[config.mk]
export PLATFORM = sky130hd
export DESIGN_NAME = mem_dcache_seq
export DESIGN_NICKNAME = d
export VERILOG_FILES = /design/src/rtl/mem_dcache_seq.sv
export SDC_FILE = /design/constraint.sdc
export NUM_CORES = 1
export LEC_CHECK = 0
export ABC_AREA = 1
export CAP_MARGIN = 30
export CORE_AREA = 2 2 188 190
export DETAILED_ROUTE_END_ITERATION = 16
export DIE_AREA = 0 0 190 192
export PLACE_DENSITY = 0.75
export SKIP_LAST_GASP = 1
export SLEW_MARGIN = 20
export SYNTH_ARGS = -nofsm -noshare
export SYNTH_HDL_FRONTEND = slang
export SYNTH_SLANG_ARGS = --single-unit
[constraint.sdc]
create_clock -name clk -period 2.9 [get_ports clk]
set_input_delay 0.87 -clock clk [delete_from_list [all_inputs] [get_ports clk]]
set_output_delay 0.87 -clock clk [all_outputs]
set_load 0.02 [all_outputs]
[src/rtl/mem_dcache_seq.sv]
// MEM-stage load/store sequencer: stalls the pipeline around one bus req/ack beat; optional abort via DCACHE_TIMEOUT_EN.
// Accept-to-ready is 2 cycles minimum; bus_req is held until bus_ack (or timeout), and the stall is held for the whole transaction.

`ifndef CTRL_Wire_Bus
`define CTRL_Wire_Bus 2:0
`endif
`ifndef CTRL_STATE_Normal
`define CTRL_STATE_Normal 3'd0
`endif
`ifndef CTRL_STATE_Bubble
`define CTRL_STATE_Bubble 3'd1
`endif
`ifndef CTRL_STATE_Block
`define CTRL_STATE_Block 3'd2
`endif
`ifndef CTRL_STATE_Branch
`define CTRL_STATE_Branch 3'd3
`endif

module mem_dcache_seq #(
  parameter int ADDR_W      = 64,
  parameter int DATA_W      = 64,
  parameter int TIMEOUT_CYC = 256
) (
  input  logic                   clk,
  input  logic                   rst,
  input  logic                   mem_req_valid_i,
  input  logic                   mem_we_i,
  input  logic [ADDR_W-1:0]      mem_pc_i,
  input  logic [ADDR_W-1:0]      mem_addr_i,
  input  logic [DATA_W-1:0]      mem_wdata_i,
  input  logic [DATA_W/8-1:0]    mem_wmask_i,
  input  logic [`CTRL_Wire_Bus]  ctrl_signal_dcache_i,
  output logic                   mem_block_flag_o,
  output logic                   dcache_ready_o,
  output logic [DATA_W-1:0]      mem_rdata_o,
  output logic                   dcache_err_o,
  output logic                   bus_req_o,
  output logic                   bus_we_o,
  output logic [ADDR_W-1:0]      bus_addr_o,
  output logic [DATA_W-1:0]      bus_wdata_o,
  output logic [DATA_W/8-1:0]    bus_wmask_o,
  input  logic                   bus_ack_i,
  input  logic [DATA_W-1:0]      bus_rdata_i
);

  typedef enum logic [1:0] {IDLE, REQ, DONE} state_t;

  state_t              state;
  state_t              state_nxt;
  logic                served;
  logic [ADDR_W-1:0]   served_pc;
  logic [ADDR_W-1:0]   pc_q;
  logic                accept;
  logic                timeout_hit;

  // The served/served_pc pair stops a still-frozen instruction from being issued twice.
  assign accept = mem_req_valid_i
               && (ctrl_signal_dcache_i != `CTRL_STATE_Bubble)
               && !(served && (mem_pc_i == served_pc));

`ifdef DCACHE_TIMEOUT_EN
  localparam int CNT_W = (TIMEOUT_CYC > 1) ? $clog2(TIMEOUT_CYC) : 1;

  logic [CNT_W-1:0] to_cnt;
  logic             err_q;

  always_ff @(posedge clk) begin
    if (!rst) begin
      to_cnt <= '0;
      err_q  <= 1'b0;
    end else begin
      to_cnt <= (state == REQ) ? to_cnt + 1'b1 : '0;
      err_q  <= timeout_hit;
    end
  end

  // An ack arriving in the last allowed cycle still wins over the timeout.
  assign timeout_hit  = (state == REQ) && !bus_ack_i && (to_cnt == CNT_W'(TIMEOUT_CYC - 1));
  assign dcache_err_o = err_q;
`else
  logic unused_timeout;
  assign unused_timeout = (TIMEOUT_CYC == 0);
  assign timeout_hit    = 1'b0;
  assign dcache_err_o   = 1'b0;
`endif

  always_ff @(posedge clk) begin
    if (!rst) state <= IDLE;
    else      state <= state_nxt;
  end

  always_comb begin
    state_nxt        = state;
    mem_block_flag_o = 1'b0;
    bus_req_o        = 1'b0;
    dcache_ready_o   = 1'b0;
    case (state)
      IDLE: begin
        mem_block_flag_o = accept;
        if (accept) state_nxt = REQ;
      end
      REQ: begin
        mem_block_flag_o = 1'b1;
        bus_req_o        = 1'b1;
        if (bus_ack_i || timeout_hit) state_nxt = DONE;
      end
      DONE: begin
        dcache_ready_o = 1'b1;
        state_nxt      = IDLE;
      end
      default: state_nxt = IDLE;
    endcase
  end

  always_ff @(posedge clk) begin
    if (!rst) begin
      bus_we_o    <= 1'b0;
      bus_addr_o  <= '0;
      bus_wdata_o <= '0;
      bus_wmask_o <= '0;
      pc_q        <= '0;
      mem_rdata_o <= '0;
      served      <= 1'b0;
      served_pc   <= '0;
    end else begin
      if ((state == IDLE) && accept) begin
        bus_we_o    <= mem_we_i;
        bus_addr_o  <= mem_addr_i;
        bus_wdata_o <= mem_wdata_i;
        bus_wmask_o <= mem_we_i ? mem_wmask_i : '0;
        pc_q        <= mem_pc_i;
      end
      if (state == REQ) begin
        if (bus_ack_i)        mem_rdata_o <= bus_we_o ? '0 : bus_rdata_i;
        else if (timeout_hit) mem_rdata_o <= '1;
      end
      if (state == DONE) begin
        served    <= 1'b1;
        served_pc <= pc_q;
      end
      if ((state == IDLE) && !mem_req_valid_i) served <= 1'b0;
    end
  end

endmodule

# --- Word-level counts from Yosys, hierarchy flattened ---
# Index checks and enable logic that the tools add are counted.
word_totals:
  register_bits: 332
  latchBits: 0
  mem_bits_rw: 0
  romBits: 0
  output_inout_bits: 205
  word_cells: 35
  memories: 0
op_classes:
  n_addsub: 0
  multipliers: 0
  div_mod_pow: 0
  magnitude_cmp: 0
  n_eq_ne: 6
  n_shift: 0
  mux: 8
  bitwise: 1
  n_reduce_logical: 11
ops:
  columns: ["op", "n"]
  rows:
  - ["$eq A64 B64 Y1", 1]
  - ["$mux W64", 1]
  - ["$mux W8", 1]
  - ["$logic_and A1 B1 Y1", 5]
  - ["$mux W2", 2]
  - ["$ne A2 B2 Y1 const B", 2]
  - ["$pmux W2 S2", 1]
  - ["$reduce_and A2 Y1", 2]
  - ["$ne A3 B1 Y1 const B", 1]
  - ["$eq A2 B1 Y1 const B", 1]
  - ["$eq A2 B2 Y1 const B", 1]
  - ["$logic_not A1 Y1", 2]
  - ["$logic_not A2 Y1", 1]
  - ["$mux W1", 2]
  - ["$pmux W1 S2", 1]
  - ["$reduce_or A2 Y1", 1]
  - ["$not A1 Y1", 1]

# --- Depth between registers and ports, before layout ---
logic_depth:
  ltp_word: 6
  ltp_mapped: 15
  depth_no_buf: 13

# --- Worst setup path before layout ---
# OpenSTA, ideal clock, no wires.
synth_path:
  kind: "in2out"
  startpoint: "in mem_pc_i[63]"
  endpoint: "out mem_block_flag_o"
  arrival_time_ps: 1902
  path_slack_ps: 128
  stages: 10
  path_buffers: 1
  path_cell_list: "inv_1 -> a21boi_0 -> nand3_1 -> nor2_1 -> nand2_1 -> nor2_1 -> nand3_2 -> nand2_1 -> buf_2 -> nand2_1"
synth_between:
  elab_chain_len: 5
synth_rtl:
  columns: ["item", "line", "source"]
  rows:
  - ["start, declared", "29", "input logic [ADDR_W-1:0] mem_pc_i,"]
  - ["$eq A64 B64 Y1", "60", "&& !(served && (mem_pc_i == served_pc));"]
  - ["$logic_and A1 B1 Y1", "60", null]
  - ["$logic_not A1 Y1", "60", null]
  - ["$logic_and A1 B1 Y1", "58", "assign accept = mem_req_valid_i"]
  - ["$pmux W1 S2", "98", "case (state)"]
  - ["end, declared", "34", "output logic mem_block_flag_o,"]
# Every way passes these cells.

# --- Worst setup path after layout ---
layout_path:
  startpoint: "in mem_pc_i[15]"
  endpoint: "out mem_block_flag_o"
# The elaborated chain is that of the path after synthesis.

==> results.md <==
* Layout cells sized above 1 at 13.6%
* Fin crit share at 101%
* Global-route wire length before repair at 71900 um
* Period minus WS final at 2.92 ns
* Synthesis-to-finish area growth at 50.9%
* Clock Tree Root: clkbuf_16
* Final setup vio count at 1
* R2R setup slack at 0.41 ns
* Max Cap Viol at 0
* Worst R2R Start: served_pc[8]$_SDFFE_PN0P_
* Largest family of logic cells by synthesized area: simple AND/OR/NAND/NOR gates
* Clock tree buffer depth at 3
* Via density at 4.90
* Commonest non-fill, non-tap cell in the layout: nor2_1
* Power Density at 574 nW/um^2
* Final Max Tran Viols at 0
* Setup TNS Final at -0.0207 ns
* RSZ-0062 raised after global routing: yes
* Clock Skews at 0.0166 ns
* Hold_buf cts at 0
* Htree depth at 2
* IO Port Bufs at 475
* Initial antenna violation count at 9
* Dpl cell area at 19100 sq um
* Util after Layout at 61.2%
* Row count at 68
* Clock transition at the registers of the reported paths at 0.05 ns
* Worst EP arrival at 2.05 ns
* Worst slew margin at 39.5%
* Fmax at 342 MHz
* WL/cell at 15.9 um
* DR vias at 14400
* DIE AREA at 36500 sq um
* Clock latency on the worst-skew pair at 0.51 ns
* Fillers at 2950
* Worst EP required at 2.03 ns
* Fin nets at 2721
* CP Class: in -> out
* Area share of the largest cell type after synthesis at 47.8%
* Final WL at 46700 um
* Power after layout at 0.0120 W
* Final Wtd Congestion at 0.840
* Design area at 21000 sq um
* M3 GR Usage at 6.61%
* Die width at 190 um
* Synth Flop Type: dfxtp_1
* Pre-Repair DR Iteration Count at 5
* Largest net degree at the start of global routing at 136
* Grt ovf at 0
* Syn_nets at 2208
* Failing checks: setup timing
* Met1 GRT Util at 27.7%
* CTS tree: done
* Cell Area, Synth at 13900 sq um
* Post-synth ARST share at 0%
* Initial Util at 40.6%
* Xor/xnor share of the synthesized area at 1.07%
* R2R cell count at 15
* Synth Area in Compound Gates at 6.64%
* Slew @ Worst Pin at 0.907 ns
* Worst Path Max Fanout at 2
* FF+latch count, synth at 332
* Antenna Nets Post-Route at 0
* DRC Markers at 0
* Area contributors post-synth: dfxtp_1 (48%), nor2_1 (13%), nand2_1 (11%)
* Post-synth EDFFs at 0
* Worst setup EP type: output port
* Initial DRC count at 792
* Cells after Synth at 1936
* Ys Warns at 0
* Vias in the first global route at 13900
* Leakage power at 8.87 nW
* Worst vdd ir at 0.649 mV
* Die height at 192 um
* # clock sinks at 332
* Critical R2R Capture: bus_wdata_o[34]$_SDFFE_PN0P_
* Final WS setup at -0.0207 ns
* Hold EP: bus_wmask_o[6]$_SDFFE_PN0P_
* Hold_sp: bus_wmask_o[6]$_SDFFE_PN0P_
* Top Usage Layer GRT: met2
* Startpoint Class: primary input
* GRT Overall Usage at 24.4%
* Io pins at 477
* Final hold viol count at 0
* Detailed placement HPWL at 30900 um
* Most frequent cells in the layout: nor2_1 (456), clkdlybuf4s50_1 (409), nand2_1 (396)
* Cts bufs inserted at 38
* Multiplexer share of the synthesized area at 0%
* Hold depth at 2
* Worst hold path type: reg -> reg
* Synth unique cells at 22
* Syn_area_per_cell at 7.18 sq um
* Adder-cell share of the synthesized area at 0%
* Status: complete, but fails checks
* Post-synth top area cell: dfxtp_1
* Sequential share of the synthesized area at 47.8%
* Met2 Use GR at 42.6%
* Core Region at 34300 sq um
* Synth Area in Simple Gates at 36.6%
-- through the flow --
step	hold WS, ns	cells	worst slack (ns)
6_report	0.460	2937	-0.0207
5_1_grt	0.478	2935	-0.103
4_1_cts	0.462	2933	-0.00989
3_5_place_dp	0.453	2789	-1.10
3_3_place_gp	0.444	2789	-1.04
2_1_floorplan	0.435	1936	0.128
-- layer usage --
layer / part of all wire (%) / up-vias
li1: - / 7130
met1: 38 / 6586
met2: 49 / 542
met3: 8.4 / 121
met4: 4.0 / 2
met5: 0.017 / -
-- state kept, by name, summed over array words and instances, names as in the netlist --
name,flops
bus_addr_o,64
bus_wdata_o,64
bus_we_o,1
bus_wmask_o,8
mem_rdata_o,64
pc_q,64
served,1
served_pc,64
state,2
-- cell families after synthesis --
family | after synthesis
other cells | 1
compound gates | 184
simple gates | 1161
xor+xnor | 17
buf+inv | 241
flops | 332
-- power by group --
group,switching (W),internal [W]
clock network,0.00186,0.00287
logic,0.00114,0.00111
registers,0.000169,0.00488
total,0.00317,0.00886
-- cell usage after synthesis, types with 12 or more instances --
| library cell | count |
|---|---|
| nand3_1 | 121 |
| nand2_1 | 412 |
| buf_4 | 20 |
| xnor2_1 | 17 |
| nor2_1 | 469 |
| buf_2 | 15 |
| dfxtp_1 | 332 |
| o21ai_0 | 67 |
| a21oi_1 | 115 |
| inv_1 | 98 |
| nand3b_1 | 146 |
| buf_6 | 12 |
| clkbuf_1 | 83 |
-- critical path, stage by stage --
cell and delay [ns]:
buf_2 0.12, nand2_1 0.12, nand2_1 0.10, nor2_1 0.10, nand2_1 0.08, nor2_2 0.12, nand2_1 0.07, nor2_2 0.12
nand3_4 0.10, nand2_4 0.08, nand2_4 0.04, buf_6 0.13
-- how the worst max path moves through the flow --
stage	end	from	slack, ns
finish	mem_block_flag_o	mem_pc_i[15]	-0.02
global route	mem_block_flag_o	mem_pc_i[24]	-0.10
CTS	mem_block_flag_o	mem_pc_i[61]	-0.01
detailed placement	mem_block_flag_o	mem_pc_i[24]	-1.10
global placement	mem_block_flag_o	mem_pc_i[24]	-1.04
floorplan	mem_block_flag_o	mem_pc_i[63]	0.13
-- timing repair --
item                                   CTS  global route
setup buffers                           78             1
resized for setup                      273            52
gates cloned                             0             0
pin swaps                               87            50
setup endpoints to repair                1             5
endpoints found under the hold margin    0             0
-- final cells by class --
cell class	count	area, sq um	share of cell area (%)
clock inverter	12	120	0.573
multi-input combinational	1363	6350	30.3
tap	455	569	2.71
antenna	7	17.5	0.0835
clock buffer	54	1120	5.35
timing repair buffer	610	5750	27.4
inverter	104	400	1.91
sequential	332	6650	31.7
Note: power is estimated with default switching activity, not from simulation.
